### src/rtl/npu_mem_arbiter_if.sv
// Bus bundle between the two PSRAM requesters (AHB slave path, NPU DMA),
// the arbiter and the PSRAM controller command/response port.
interface npu_mem_arbiter_if #(
    parameter int ADDRWIDTH = 21
);
    // Requester side
    logic [1:0]             m_req;
    logic [1:0]             m_wr;
    logic [2*ADDRWIDTH-1:0] m_addr;
    logic [63:0]            m_wdata;
    logic [1:0]             m_grant;
    logic [1:0]             m_done;
    logic [1:0]             m_err;
    logic [31:0]            m_rdata;
    logic [1:0]             m_rvalid;

    // PSRAM controller side
    logic                   mem_init_done;
    logic                   mem_cmd_valid;
    logic                   mem_cmd_ready;
    logic                   mem_cmd_wr;
    logic [ADDRWIDTH-1:0]   mem_cmd_addr;
    logic [31:0]            mem_wdata;
    logic [31:0]            mem_rdata;
    logic                   mem_rvalid;
    logic                   mem_done;

    // Arbiter view: it masters the PSRAM command port and answers requesters
    modport master (
        input  m_req, m_wr, m_addr, m_wdata,
        output m_grant, m_done, m_err, m_rdata, m_rvalid,
        input  mem_init_done, mem_cmd_ready, mem_rdata, mem_rvalid, mem_done,
        output mem_cmd_valid, mem_cmd_wr, mem_cmd_addr, mem_wdata
    );

    // Environment view: requesters plus PSRAM controller
    modport slave (
        output m_req, m_wr, m_addr, m_wdata,
        input  m_grant, m_done, m_err, m_rdata, m_rvalid,
        output mem_init_done, mem_cmd_ready, mem_rdata, mem_rvalid, mem_done,
        input  mem_cmd_valid, mem_cmd_wr, mem_cmd_addr, mem_wdata
    );
endinterface

### src/rtl/npu_mem_arbiter.sv
// Two-requester round-robin arbiter in front of the PSRAM controller.
// One command is outstanding at a time: INIT waits for calibration, IDLE
// picks an owner and latches its payload, CMD presents the command until the
// controller accepts it, BUSY waits for completion or a timeout.
module npu_mem_arbiter #(
    parameter int ADDRWIDTH = 21,
    parameter int TIMEOUT   = 1023
) (
    input  logic               HCLK,
    input  logic               HRESETn,
    npu_mem_arbiter_if.master  bus
);
    typedef enum logic [1:0] {S_INIT, S_IDLE, S_CMD, S_BUSY} state_t;

    // Last BUSY count value before the abort fires (count starts at 0)
    localparam logic [9:0] TO_LAST = 10'(TIMEOUT - 1);

    state_t                state;
    state_t                state_nxt;
    logic                  owner;
    logic                  last_granted;
    logic                  pick;
    logic [9:0]            busy_cnt;
    logic                  busy_timeout;
    logic                  cmd_wr;
    logic [ADDRWIDTH-1:0]  cmd_addr;
    logic [31:0]           cmd_wdata;
    logic [1:0]            done_q;
    logic [1:0]            err_q;

    function automatic logic [1:0] onehot(input logic sel);
        return sel ? 2'b10 : 2'b01;
    endfunction

    // Round-robin pick: on a tie the requester not granted last time wins
    always_comb begin
        pick = 1'b0;
        if (bus.m_req == 2'b10)
            pick = 1'b1;
        else if (bus.m_req == 2'b11)
            pick = ~last_granted;
    end

    assign busy_timeout = (busy_cnt == TO_LAST);

    // State register
    always_ff @(posedge HCLK) begin
        if (!HRESETn)
            state <= S_INIT;
        else
            state <= state_nxt;
    end

    // Next-state logic; losing calibration aborts from any state
    always_comb begin
        state_nxt = state;
        if (!bus.mem_init_done) begin
            state_nxt = S_INIT;
        end else begin
            unique case (state)
                S_INIT: state_nxt = S_IDLE;
                S_IDLE: if (|bus.m_req) state_nxt = S_CMD;
                S_CMD:  if (bus.mem_cmd_ready) state_nxt = S_BUSY;
                S_BUSY: if (bus.mem_done || busy_timeout) state_nxt = S_IDLE;
                default: state_nxt = S_INIT;
            endcase
        end
    end

    // Owner, payload latch, timeout counter and completion pulses
    always_ff @(posedge HCLK) begin
        if (!HRESETn) begin
            owner        <= 1'b0;
            last_granted <= 1'b1;
            busy_cnt     <= 10'd0;
            cmd_wr       <= 1'b0;
            cmd_addr     <= '0;
            cmd_wdata    <= '0;
            done_q       <= 2'b00;
            err_q        <= 2'b00;
        end else begin
            done_q <= 2'b00;
            err_q  <= 2'b00;
            if (bus.mem_init_done) begin
                unique case (state)
                    S_IDLE: begin
                        if (|bus.m_req) begin
                            owner     <= pick;
                            cmd_wr    <= bus.m_wr[pick];
                            cmd_addr  <= pick ? bus.m_addr[2*ADDRWIDTH-1:ADDRWIDTH]
                                              : bus.m_addr[ADDRWIDTH-1:0];
                            cmd_wdata <= pick ? bus.m_wdata[63:32] : bus.m_wdata[31:0];
                        end
                    end
                    S_CMD: begin
                        if (bus.mem_cmd_ready) begin
                            last_granted <= owner;
                            busy_cnt     <= 10'd0;
                        end
                    end
                    S_BUSY: begin
                        // Completion wins over a timeout landing on the same cycle
                        if (bus.mem_done)
                            done_q <= onehot(owner);
                        else if (busy_timeout)
                            err_q <= onehot(owner);
                        else
                            busy_cnt <= busy_cnt + 10'd1;
                    end
                    default: ;
                endcase
            end
        end
    end

    // Outputs: command port, grant strobe and read-data routing to the owner
    always_comb begin
        bus.mem_cmd_valid = (state == S_CMD);
        bus.mem_cmd_wr    = cmd_wr;
        bus.mem_cmd_addr  = cmd_addr;
        bus.mem_wdata     = cmd_wdata;
        bus.m_grant       = 2'b00;
        bus.m_rvalid      = 2'b00;
        bus.m_rdata       = 32'd0;
        bus.m_done        = done_q;
        bus.m_err         = err_q;
        if (state == S_CMD && bus.mem_cmd_ready && bus.mem_init_done)
            bus.m_grant = onehot(owner);
        if (state == S_CMD || state == S_BUSY) begin
            bus.m_rdata = bus.mem_rdata;
            if (bus.mem_rvalid)
                bus.m_rvalid = onehot(owner);
        end
    end
endmodule

### src/flat_wrapper.sv
// flat-port wrapper written by rule: the top's interface ports become plain ports
module npu_mem_arbiter_flat 
#(
    parameter int ADDRWIDTH = 21,
    parameter int TIMEOUT   = 1023
)
  (HCLK, HRESETn, bus_m_req, bus_m_wr, bus_m_addr, bus_m_wdata, bus_m_grant, bus_m_done, bus_m_err, bus_m_rdata, bus_m_rvalid, bus_mem_init_done, bus_mem_cmd_ready, bus_mem_rdata, bus_mem_rvalid, bus_mem_done, bus_mem_cmd_valid, bus_mem_cmd_wr, bus_mem_cmd_addr, bus_mem_wdata);
  npu_mem_arbiter_if #(.ADDRWIDTH(ADDRWIDTH)) bus_i ();
  input  logic HCLK;
  input  logic HRESETn;
  input wire logic [$bits(bus_i.m_req)-1:0] bus_m_req;
  input wire logic [$bits(bus_i.m_wr)-1:0] bus_m_wr;
  input wire logic [$bits(bus_i.m_addr)-1:0] bus_m_addr;
  input wire logic [$bits(bus_i.m_wdata)-1:0] bus_m_wdata;
  output wire logic [$bits(bus_i.m_grant)-1:0] bus_m_grant;
  output wire logic [$bits(bus_i.m_done)-1:0] bus_m_done;
  output wire logic [$bits(bus_i.m_err)-1:0] bus_m_err;
  output wire logic [$bits(bus_i.m_rdata)-1:0] bus_m_rdata;
  output wire logic [$bits(bus_i.m_rvalid)-1:0] bus_m_rvalid;
  input wire logic [$bits(bus_i.mem_init_done)-1:0] bus_mem_init_done;
  input wire logic [$bits(bus_i.mem_cmd_ready)-1:0] bus_mem_cmd_ready;
  input wire logic [$bits(bus_i.mem_rdata)-1:0] bus_mem_rdata;
  input wire logic [$bits(bus_i.mem_rvalid)-1:0] bus_mem_rvalid;
  input wire logic [$bits(bus_i.mem_done)-1:0] bus_mem_done;
  output wire logic [$bits(bus_i.mem_cmd_valid)-1:0] bus_mem_cmd_valid;
  output wire logic [$bits(bus_i.mem_cmd_wr)-1:0] bus_mem_cmd_wr;
  output wire logic [$bits(bus_i.mem_cmd_addr)-1:0] bus_mem_cmd_addr;
  output wire logic [$bits(bus_i.mem_wdata)-1:0] bus_mem_wdata;
  assign bus_i.m_req = bus_m_req;
  assign bus_i.m_wr = bus_m_wr;
  assign bus_i.m_addr = bus_m_addr;
  assign bus_i.m_wdata = bus_m_wdata;
  assign bus_m_grant = bus_i.m_grant;
  assign bus_m_done = bus_i.m_done;
  assign bus_m_err = bus_i.m_err;
  assign bus_m_rdata = bus_i.m_rdata;
  assign bus_m_rvalid = bus_i.m_rvalid;
  assign bus_i.mem_init_done = bus_mem_init_done;
  assign bus_i.mem_cmd_ready = bus_mem_cmd_ready;
  assign bus_i.mem_rdata = bus_mem_rdata;
  assign bus_i.mem_rvalid = bus_mem_rvalid;
  assign bus_i.mem_done = bus_mem_done;
  assign bus_mem_cmd_valid = bus_i.mem_cmd_valid;
  assign bus_mem_cmd_wr = bus_i.mem_cmd_wr;
  assign bus_mem_cmd_addr = bus_i.mem_cmd_addr;
  assign bus_mem_wdata = bus_i.mem_wdata;
  npu_mem_arbiter #(.ADDRWIDTH(ADDRWIDTH), .TIMEOUT(TIMEOUT)) u_core (.HCLK(HCLK), .HRESETn(HRESETn), .bus(bus_i));
endmodule
### config.mk
export PLATFORM = sky130hd
export DESIGN_NAME = npu_mem_arbiter_flat
export DESIGN_NICKNAME = d
export VERILOG_FILES = /design/src/rtl/npu_mem_arbiter_if.sv /design/src/rtl/npu_mem_arbiter.sv /design/src/flat_wrapper.sv
export SDC_FILE = /design/constraint.sdc
export NUM_CORES = 1
export LEC_CHECK = 0
export ABC_AREA = 1
export BUFFER_PORTS_ARGS = -buffer_cell sky130_fd_sc_hd__buf_2
export CORE_MARGIN = 2
export CORE_UTILIZATION = 35
export CTS_CLUSTER_SIZE = 20
export DETAILED_ROUTE_END_ITERATION = 12
export GPL_TIMING_DRIVEN = 0
export PLACE_DENSITY = 0.69
export SLEW_MARGIN = 15
export SYNTH_ARGS = -nofsm -noshare
export SYNTH_HDL_FRONTEND = slang
export SYNTH_SLANG_ARGS = --single-unit
export TNS_END_PERCENT = 30
### constraint.sdc
create_clock -name HCLK -period 3.3 [get_ports HCLK]
set_input_delay 0.66 -clock HCLK [delete_from_list [all_inputs] [get_ports HCLK]]
set_output_delay 0.66 -clock HCLK [all_outputs]
set_load 0.1 [all_outputs]
==> results.tsv <==
metric	value	unit
status	complete, no violations	
fmax	337	MHz
max_cap_violations	0	
gp_congestion	0.897	
fin_cells	925	
place_hpwl	9.68	mm
min_delay_path_depth	2	
cts_root_buf	clkbuf_8	
cpPeakStageDelay	470	ps
finalCriticalPeriod	2970	ps
syn_inst	532	
vias	4401	
die_x	106	µm
clkLatencyLatePin	350	ps
hold_class	reg -> reg	
num_io_pins	243	
p_leak	2.84	nW
core_area	10200	µm²
cts_resized	0	
sequentialPowerShare	41.6	%
antenna_found_initial	0	
synth_edf_count	0	
synth_nets	686	
rows	37	
p_int	1.40	mW
grt_pass1_wl	19.4	mm
yosys-top-cells-area	dfxtp_1 40%, nand2_1 15%, a31oi_1 9.3%	
cts_tree	done	
overflow	0	
hold_end	u_core.last_granted$_SDFFE_PN1P_	
placed_area	5000	µm²
syn-cell-area	3610	µm²
worstSetupEndpointType	output pin	
peakVddDrop	0.213	mV
wl	12.3	mm
wire_per_inst	13.3	µm
synth_largest_area_cell	dfxtp_1	
post_cts_buffers	0	
clkPwrFrac	31.0	%
die_y	106	µm
synth_ff_type	dfxtp_1	
worstPathRequired	2640	ps
crit_arrival	2310	ps
clock_path_buffers	2	
htreeDepth	3	
initial_core_util	35.5	%
fillers	1065	
period_share	89.9	%
slew_headroom	65.3	%
synthTopCellsByCount	141 x nand2_1, 72 x dfxtp_1, 57 x nor2_1	
comb_power_share	27.5	%
r2r_slack	1670	ps
tightest_slew	524	ps
io_buffers	241	
r2r-start	u_core.state[0]$_SDFFE_PN0P_	
grt_setup_unrepaired	false	
cts_buffers	9	
hold_buffers	0	
power	2.22	mW
crit_fanout	10	
grt_pass1_vias	4235	
worstReg2RegEnd	u_core.busy_cnt[2]$_SDFFE_PN0P_	
drt_iter0_markers	220	
die_area	11200	µm²
synth_top_area_share	39.9	%
cp_slowest_cell	buf_2	
clock_skew	12.1	ps
critPathLaunchType	register	
drt_first_pass_iters	4	
antenna_left	0	
yosysUniqueCellTypes	29	
nNetsFinal	938	
viasPerCell	4.76	
synth_most_common_cell	nand2_1	
grt_max_degree	13	
clk_pin_slew	80	ps
min-delay-start	u_core.last_granted$_SDFFE_PN1P_	
yosysWarningCount	0	
crit_top_cell	buf_2	
grt_usage	21.5	%
ys_seq_elements	72	
finalMaxSlewViolations	0	
power_density	428	nW/µm²
total_switching_power	825	µW
crit_chain	ha_1 -> buf_6 -> inv_4 -> nand2_4 -> clkinv_1 -> buf_2 -> nor2_1 -> buf_2	
synthArstFlopShare	0	%
drive_above_1_share	37.6	%
ys_seq_area_share	39.9	%
design_area	5190	µm²
sw_frac_of_total	37.2	%
clock-sinks	72	
setup_violations	0	
reg2regPathDepth	9	
drc	0	
hold_viol	0	
place_inst	909	
antenna_cells	0	
crit_type	reg -> out	
syn2layout_area_growth	43.6	%
syn_area_per_cell	6.79	µm²
-- critical path: cells and delay by family (launching register included) --
kind                     cells  cell delay [ps]
flip-flops                   1              420
adder cells (fa/ha/maj)      1              200
AND/OR/NAND/NOR              2              250
buffers and inverters        5             1090
-- per-stage QoR --
step	setup slack [ps]	hold WS [ps]	utilization, %	setup TNS [ps]
final	334	486	50.9	0
after global routing	192	522	50.9	0
after CTS	273	487	50.9	0
after detailed placement	654	466	49.1	0
after global placement	706	466	49.1	0
after floorplan	-430	446	-	-14100
-- layout make-up --
cell class                      count  area (µm²)  area share (%)
Buffer                             34         181            3.50
Tap cell                          136         170            3.28
Timing Repair Buffer              241        1210            23.3
Inverter                           61         231            4.46
Multi-Input combinational cell    365        1770            34.1
Sequential cell                    72        1440            27.8
Clock buffer                       10         128            2.46
Clock inverter                      6        60.1            1.16
-- layout by cell type (no fill, tap or decap), drive strengths merged --
| master | netlist | routed |
|---|---|---|
| nor2 | 63 | 63 |
| ha | 6 | 6 |
| nor4 | 2 | 2 |
| buf | 24 | 265 |
| clkbuf | 10 | 20 |
| inv | 60 | 60 |
| a31oi | 54 | 54 |
| nor3b | 1 | 1 |
| clkinv | 1 | 4 |
| dfxtp | 72 | 72 |
| or2 | 1 | 1 |
| o211ai | 1 | 1 |
| nand4 | 1 | 1 |
| nor3 | 5 | 5 |
| bufinv | 0 | 1 |
| nand3 | 14 | 14 |
| nand2 | 146 | 146 |
| o21ai | 60 | 60 |
| a21oi | 11 | 11 |
| clkinvlp | 0 | 2 |
-- sequential cells by signal (all words and copies together), names as in the netlist --
register	flops
u_core.bus.m_done	2
u_core.owner	1
u_core.state	2
u_core.busy_cnt	10
u_core.bus.mem_cmd_addr	21
u_core.bus.mem_wdata	32
u_core.last_granted	1
u_core.bus.mem_cmd_wr	1
u_core.bus.m_err	2
-- power groups by stage --
stage | Clock [mW] | Sequential [mW] | Combinational (mW)
after CTS | 0.701 | 0.922 | 0.612
after global routing | 0.739 | 0.927 | 0.648
after global placement | 0 | 0.941 | 0.607
after detailed placement | 0 | 0.942 | 0.612
after floorplan | 0 | 1.16 | 0.222
final | 0.688 | 0.923 | 0.610
-- routing by layer --
layer / share of wire, % / wire (µm) / track usage, %
met1: 39 / 4830 / 23.9
met2: 51 / 6260 / 40.6
met3: 8.6 / 1060 / 5.75
met4: 1.3 / 157 / 5.17
met5: 0 / 0 / 0
-- cell families after synthesis --
| group | share of synthesized area [%] |
|---|---|
| DFF | 39.9 |
| buffers and inverters | 11.4 |
| adders and majority gates | 2.08 |
| AOI/OAI and AO/OA | 19.4 |
| and+or+nand+nor | 27.2 |
-- how the worst max path moves through the flow --
stage	from	to	slack, ps	cells after the start
floorplan	u_core.state[0]$_SDFFE_PN0P_	bus_m_rdata[10]	-430	7
global placement	u_core.state[0]$_SDFFE_PN0P_	bus_m_rdata[11]	710	8
detailed placement	u_core.state[0]$_SDFFE_PN0P_	bus_m_rdata[11]	650	8
CTS	u_core.state[0]$_SDFFE_PN0P_	bus_m_rdata[11]	270	8
global route	u_core.state[0]$_SDFFE_PN0P_	bus_m_rdata[11]	190	8
finish	u_core.state[0]$_SDFFE_PN0P_	bus_m_rdata[16]	330	8
Power figures use the tool's default switching activity.
